File: src/rtl/upscaler_pkg.sv
// Shared types and sizing helpers for the nearest-neighbour upscaler and its line buffer.
package upscaler_pkg;

  typedef enum logic {
    FILL   = 1'b0,
    REPLAY = 1'b1
  } state_e;

  function automatic int pix_w(input int ch, input int ch_w);
    return ch * ch_w;
  endfunction

  function automatic int cnt_w(input int n);
    return (n > 1) ? $clog2(n) : 1;
  endfunction

  function automatic int sel_w(input int max_scale);
    return $clog2(max_scale + 1);
  endfunction

  // A request of 0 means "no scaling"; anything beyond the supported range saturates.
  function automatic int clamp_scale(input int sel, input int max_scale);
    if (sel == 0) return 1;
    if (sel > max_scale) return max_scale;
    return sel;
  endfunction

endpackage

File: src/rtl/nn_line_buffer.sv
// Single-row pixel store: one synchronous write port, one combinational read port.
module nn_line_buffer
  import upscaler_pkg::*;
#(
  parameter  int DEPTH = 128,
  parameter  int WIDTH = 24,
  localparam int AW    = cnt_w(DEPTH)
) (
  input  logic             clk,
  input  logic             rst_n,
  input  logic             wr_en,
  input  logic [AW-1:0]    wr_addr,
  input  logic [WIDTH-1:0] wr_data,
  input  logic [AW-1:0]    rd_addr,
  output logic [WIDTH-1:0] rd_data
);

  logic [WIDTH-1:0] mem_q [DEPTH];

  always_ff @(posedge clk or negedge rst_n) begin
    if (!rst_n) begin
      for (int i = 0; i < DEPTH; i++) mem_q[i] <= '0;
    end else if (wr_en) begin
      mem_q[wr_addr] <= wr_data;
    end
  end

  assign rd_data = mem_q[rd_addr];

endmodule

File: src/rtl/nn_upscaler_stream.sv
// Nearest-neighbour integer upscaler: repeats every pixel and every row 'scale' times on a valid/ready stream.
// Defining NN_UPSCALER_FRAME_CNT_EN adds the frame_done pulse and frame_cnt ports.
module nn_upscaler_stream
  import upscaler_pkg::*;
#(
  parameter  int IMG_W     = 128,
  parameter  int IMG_H     = 72,
  parameter  int CH        = 3,
  parameter  int CH_W      = 8,
  parameter  int MAX_SCALE = 4,
  localparam int PIX_W     = pix_w(CH, CH_W),
  localparam int SEL_W     = sel_w(MAX_SCALE)
) (
  input  logic             clk,
  input  logic             rst_n,
  input  logic [SEL_W-1:0] scale_sel,
  input  logic [PIX_W-1:0] in_pixel,
  input  logic             in_valid,
  input  logic             in_sof,
  output logic             in_ready,
  output logic [PIX_W-1:0] out_pixel,
  output logic             out_valid,
  output logic             out_sof,
  output logic             out_eol,
  input  logic             out_ready,
  output logic             sof_err
`ifdef NN_UPSCALER_FRAME_CNT_EN
  ,
  output logic             frame_done,
  output logic [15:0]      frame_cnt
`endif
);

  localparam int COL_W = cnt_w(IMG_W);
  localparam int ROW_W = cnt_w(IMG_H);
  localparam logic [COL_W-1:0] LAST_COL = COL_W'(IMG_W - 1);
  localparam logic [ROW_W-1:0] LAST_ROW = ROW_W'(IMG_H - 1);

  state_e           state_q, state_d;
  logic [COL_W-1:0] col_q, col_d, col_cur;
  logic [ROW_W-1:0] row_q, row_d, row_cur;
  logic [SEL_W-1:0] hrep_q, hrep_d, hrep_inc;
  logic [SEL_W-1:0] vrep_q, vrep_d;
  logic [SEL_W-1:0] scale_q, scale_d, scale_cur, scale_in;
  logic [PIX_W-1:0] pix_q, pix_d, load_pix, rd_data;
  logic             valid_q, valid_d, sof_q, sof_d, eol_q, eol_d, err_q, err_d;
  logic             load_ok, accept, at_origin, frame_start, load, wrap, line_end;

  nn_line_buffer #(.DEPTH(IMG_W), .WIDTH(PIX_W)) u_line_buffer (
    .clk     (clk),
    .rst_n   (rst_n),
    .wr_en   (accept),
    .wr_addr (col_cur),
    .wr_data (in_pixel),
    .rd_addr (col_q),
    .rd_data (rd_data)
  );

  always_ff @(posedge clk or negedge rst_n) begin
    if (!rst_n) state_q <= FILL;
    else        state_q <= state_d;
  end

  // hrep counts copies already loaded modulo scale, so hrep==0 means the register holds the final copy.
  always_comb begin
    load_ok     = !valid_q || out_ready;
    in_ready    = rst_n && (state_q == FILL) && (hrep_q == '0) && load_ok;
    accept      = in_valid && in_ready;
    at_origin   = (row_q == '0) && (col_q == '0);
    frame_start = accept && (at_origin || in_sof);
    scale_in    = SEL_W'(clamp_scale(int'(scale_sel), MAX_SCALE));
  end

  always_comb begin
    state_d   = state_q;
    col_d     = col_q;
    row_d     = row_q;
    hrep_d    = hrep_q;
    vrep_d    = vrep_q;
    scale_d   = scale_q;
    pix_d     = pix_q;
    valid_d   = valid_q && !out_ready;
    sof_d     = sof_q;
    eol_d     = eol_q;
    err_d     = err_q;
    col_cur   = col_q;
    row_cur   = row_q;
    scale_cur = scale_q;
    load      = 1'b0;
    load_pix  = rd_data;

    // A frame start (expected or forced by in_sof) restarts the raster and latches a fresh scale.
    if (accept) begin
      load     = 1'b1;
      load_pix = in_pixel;
      if (at_origin ^ in_sof) err_d = 1'b1;
      if (frame_start) begin
        col_cur   = '0;
        row_cur   = '0;
        vrep_d    = '0;
        scale_cur = scale_in;
        scale_d   = scale_in;
      end
    end else if (state_q == REPLAY) begin
      load = load_ok;
    end else if (hrep_q != '0) begin
      load = out_ready;
    end

    hrep_inc = hrep_q + 1'b1;
    wrap     = (hrep_inc == scale_cur);
    line_end = wrap && (col_cur == LAST_COL);

    if (load) begin
      valid_d = 1'b1;
      pix_d   = load_pix;
      sof_d   = frame_start;
      eol_d   = line_end;
      hrep_d  = wrap ? '0 : hrep_inc;
      col_d   = col_cur;
      row_d   = row_cur;
      if (wrap) col_d = line_end ? '0 : col_cur + 1'b1;
      if (line_end) begin
        if (state_q == FILL && scale_cur == SEL_W'(1)) begin
          row_d = (row_cur == LAST_ROW) ? '0 : row_cur + 1'b1;
        end else if (state_q == FILL) begin
          vrep_d  = SEL_W'(1);
          state_d = REPLAY;
        end else if (vrep_q == scale_cur - 1'b1) begin
          vrep_d  = '0;
          row_d   = (row_cur == LAST_ROW) ? '0 : row_cur + 1'b1;
          state_d = FILL;
        end else begin
          vrep_d = vrep_q + 1'b1;
        end
      end
    end
  end

  always_ff @(posedge clk or negedge rst_n) begin
    if (!rst_n) begin
      col_q   <= '0;
      row_q   <= '0;
      hrep_q  <= '0;
      vrep_q  <= '0;
      scale_q <= '0;
      pix_q   <= '0;
      valid_q <= 1'b0;
      sof_q   <= 1'b0;
      eol_q   <= 1'b0;
      err_q   <= 1'b0;
    end else begin
      col_q   <= col_d;
      row_q   <= row_d;
      hrep_q  <= hrep_d;
      vrep_q  <= vrep_d;
      scale_q <= scale_d;
      pix_q   <= pix_d;
      valid_q <= valid_d;
      sof_q   <= sof_d;
      eol_q   <= eol_d;
      err_q   <= err_d;
    end
  end

  assign out_pixel = pix_q;
  assign out_valid = valid_q;
  assign out_sof   = sof_q;
  assign out_eol   = eol_q;
  assign sof_err   = err_q;

`ifdef NN_UPSCALER_FRAME_CNT_EN
  logic        frame_end, last_q;
  logic [15:0] cnt_q;

  // The last pixel of a frame is the final copy of the last line generated for the bottom row.
  always_comb begin
    frame_end = line_end && (row_cur == LAST_ROW) &&
                ((state_q == FILL) ? (scale_cur == SEL_W'(1)) : (vrep_q == scale_cur - 1'b1));
  end

  always_ff @(posedge clk or negedge rst_n) begin
    if (!rst_n) begin
      last_q <= 1'b0;
      cnt_q  <= '0;
    end else begin
      if (load) last_q <= frame_end;
      if (frame_done) cnt_q <= cnt_q + 16'd1;
    end
  end

  assign frame_done = valid_q && out_ready && last_q;
  assign frame_cnt  = cnt_q;
`endif

endmodule
File: config.mk
export PLATFORM = sky130hd
export DESIGN_NAME = nn_upscaler_stream
export DESIGN_NICKNAME = d
export VERILOG_FILES = /design/src/rtl/upscaler_pkg.sv /design/src/rtl/nn_line_buffer.sv /design/src/rtl/nn_upscaler_stream.sv
export SDC_FILE = /design/constraint.sdc
export NUM_CORES = 2
export LEC_CHECK = 0
export CAP_MARGIN = 20
export CORE_MARGIN = 8
export CORE_UTILIZATION = 65
export CTS_BUF_LIST = sky130_fd_sc_hd__clkbuf_8
export DETAILED_ROUTE_END_ITERATION = 7
export HOLD_SLACK_MARGIN = 0.08
export PLACE_DENSITY_LB_ADDON = 0.3
export SYNTH_ARGS = -nofsm -noshare
export SYNTH_HDL_FRONTEND = slang
export SYNTH_HIERARCHICAL = 1
export SYNTH_SLANG_ARGS = --single-unit
File: constraint.sdc
create_clock -name clk -period 5.9 [get_ports clk]
set_input_delay 0.59 -clock clk [delete_from_list [all_inputs] [get_ports clk]]
set_output_delay 0.59 -clock clk [all_outputs]
set_load 0.005 [all_outputs]
==> out/results.tsv <==
stage	metric	value	unit
synth	synth_edf_count	0	
final_layout	final_cells	11700	
setup_path	required	6.86	ns
global_route	grt_pass1_vias	86400	
synth	ys_ff_latch	3124	
synth	yosysSeqAreaShare	0.553	
floorplanning	num_rows	171	
power	switching_share	0.274	
min_path	hold_path_class	input port to register	
clocking	numCtsBuffers	532	
global_route	grt_start_max_net_pins	204	
sta	post-route-period-util	0.871	
final_layout	seq_area	78200	um2
final_layout	area_growth	9.54	%
synth	syn_inst	8527	
sta	fin_worst_skew	0.0448	ns
synth	synth-compound-area-share	0.00337	
clocking	clk_latency	1.08	ns
setup_path	cp_max_fo	25	
drt	dr.pass1.iters	6	
drt	drc	0	
synth	ys_warn_count	6	
clocking	cts_tree	yes	
global_route	grt_pass1_wl	545	mm
sta	slew_headroom	0.199	
power	leakagePower	76.5	nW
power	powerDensity	302	nW/um2
floorplanning	core_area	217000	um2
run	maxCapViolCount	0	
global_route	grt-ovfl-total	0	
floorplanning	initial_utilization	0.652	
global_route	grt_antenna_before_repair	33	
synth	netlist_area	141000	um2
synth	synth_mux_area_frac	0.407	
sta	finalSetupTns	0	ns
place	post-place-ws	0.905	ns
power	p_int	34.0	mW
sta	setup_ws	0.762	ns
drt	wl_per_cell	30.6	um
setup_path	endpoint_kind	register	
synth	synth-xor-area-share	0.000549	
synth	synth-simple-area-share	0.0113	
synth	synth_top_family_by_area	multiplexers	
setup_path	critPathKind	register to register	
synth	synth_ff_type	dfrtp_1	
drt	antenna_left	0	
sta	rsz0062_at_grt	false	
final_layout	fin_area	155000	um2
drt	num_vias	79600	
floorplanning	io_pins	61	
power	switchingPower	12.8	mW
power	pwr-share-clk	0.393	
sta	worstMarginPinSlew	1.20	ns
setup_path	start_kind	register	
floorplanning	fp.dieW	482	um
clocking	cts_root_buffer	clkbuf_8	
place	placedInstanceArea	145000	um2
place	placed_cells	10800	
clocking	clock_sinks	3124	
clocking	cts_resized	0	
place	portBuffers	60	
final_layout	fill_cells	13300	
final_layout	multi_input_area	60100	um2
power	ir_drop	338	uV
final_layout	layout-drive-gt1-share	0.581	
sta	timing.hold.ws	0.175	ns
drt	totalWireLength	359	mm
power	comb_power_share	0.145	
sta	timing.fmax	0.195	GHz
sta	setup-violations-final	0	
global_route	grtUsageTotal	0.312	
synth	async_reset_ff_frac	1.00	
synth	synthAdderAreaFrac	0.000708	
floorplanning	fp.dieArea	233000	um2
synth	avgSynthCellArea	16.6	um2
sta	hold_viol_final	0	
place	gp_congestion	0.851	
floorplanning	die_h	482	um
clocking	clockBufferDepth	4	
place	dpl.hpwl	205	mm
synth	yosysUniqueCellTypes	61	
final_layout	final_nets	8563	
min_path	hold_path_depth	2	
sta	period_needed	5.14	ns
drt	drt_iter0_drc	6765	
setup_path	cp.arrival	6.10	ns
power	p_seq_frac	0.462	
setup_path	worstRegToRegCells	12	
clocking	clkTransAtPathRegs	0.06	ns
outcome	status	complete, no violations	
clocking	htree_levels	6	
synth	synth_nets	8567	
sta	drv_slew	0	
drt	routed_via_density	6.78	
## Yosys cell counts (7+ instances only)
library cell / count / area share
a31oi_1: 25 / 0.0011
and2_1: 9 / 0.00040
and3_1: 7 / 0.00031
buf_1: 37 / 0.00098
buf_2: 63 / 0.0022
clkbuf_1: 759 / 0.020
dfrtp_1: 3124 / 0.55
ha_1: 8 / 0.00071
inv_1: 10 / 0.00027
mux2_2: 3096 / 0.25
mux4_2: 1008 / 0.16
nand2_1: 149 / 0.0040
nand2b_1: 11 / 0.00049
nand3_1: 19 / 0.00067
nand4_1: 9 / 0.00040
nor2_1: 79 / 0.0021
nor3_1: 14 / 0.00050
nor4_1: 10 / 0.00044
o21ai_0: 10 / 0.00035
## placed cells by master (no fill, tap or decap), types with 18 or more instances in the layout
cell,instances
mux4_2,1008
nor2_1,38
buf_4,233
nor2_2,38
a31oi_1,25
dfrtp_1,3118
clkinv_2,29
nand3_1,19
mux2_2,3096
inv_1,186
dlygate4sd3_1,18
clkdlybuf4s50_1,35
buf_12,28
nand2_1,149
clkbuf_8,652
## power groups by stage
stage / Sequential, mW / Combinational (mW) / Clock, mW
after floorplan: 21.9 / 4.90 / 0
after global placement: 22.0 / 6.85 / 0
after detailed placement: 22.0 / 6.88 / 0
after CTS: 21.6 / 6.91 / 18.7
after global routing: 21.6 / 7.28 / 19.7
final: 21.6 / 6.80 / 18.4
## stage by stage
stage | total power [mW] | utilization
after floorplan | 26.8 | -
after global placement | 28.8 | 0.667
after detailed placement | 28.8 | 0.667
after CTS | 47.2 | 0.714
after global routing | 48.6 | 0.714
final | 46.8 | 0.715
## registers in the layout, indices dropped and copies added (netlist names)
register,flops
out_valid,1
col_q,7
u_line_buffer/mem_q,3072
scale_q,3
out_eol,1
hrep_q,3
state_q,1
out_sof,1
vrep_q,3
row_q,7
out_pixel,24
sof_err,1
## repair_timing
action,in CTS,in global routing
setup buffers,0,0
hold buffers,19,0
hold endpoints to repair,794,0
## area by class of cell
| type | instances | area share |
|---|---|---|
| timing repair buffer | 322 | 0.0198 |
| tap | 2854 | 0.0231 |
| antenna | 12 | 0.000194 |
| clock buffer | 652 | 0.0579 |
| inverter | 11 | 0.000267 |
| clock inverter | 221 | 0.00614 |
| sequential | 3124 | 0.505 |
| multi-input combinational | 4532 | 0.388 |
## worst max-delay path, stage by stage, from the launching register on
cell	delay, ns
dfrtp_4	0.64
nor3_1	0.35
nand4_1	0.23
ha_1	0.29
and4bb_4	0.35
nand3_4	0.31
and2_1	0.43
nand2b_1	0.20
buf_4	0.16
nor2_1	0.51
nand2_1	0.73
buf_4	0.48
mux2_2	0.29
## worst paths after layout
| path | from | endpoint | slack, ns |
|---|---|---|---|
| worst max-delay path | col_q[4] | u_line_buffer/mem_q[1244] | 0.76 |
| worst min-delay path | in_pixel[11] | u_line_buffer/mem_q[1139] | 0.18 |
| worst max register to register | col_q[4] | u_line_buffer/mem_q[1244] | 0.76 |
| worst min register to register | sof_err | sof_err | 0.48 |
| max in group asynchronous | rst_n | u_line_buffer/mem_q[27] | 2.99 |
| min in group asynchronous | rst_n | u_line_buffer/mem_q[2955] | 0.27 |
## routing by layer
metal | global-route usage | vias to the layer above | routed length (um)
met5 | 0 | - | 91
met4 | 0.122 | 12 | 14400
met3 | 0.0819 | 802 | 30700
met2 | 0.484 | 3058 | 169000
met1 | 0.431 | 43800 | 145000
li1 | - | 31900 | -
## cell families after synthesis
group                    after synthesis
AND/OR/NAND/NOR                      341
multiplexers                        4106
buffers and inverters                871
flip-flops                          3124
AO/OA/AOI/OAI                         69
adder cells (fa/ha/maj)                8
XOR/XNOR                               8
Note: power is estimated with default switching activity, not from simulation.
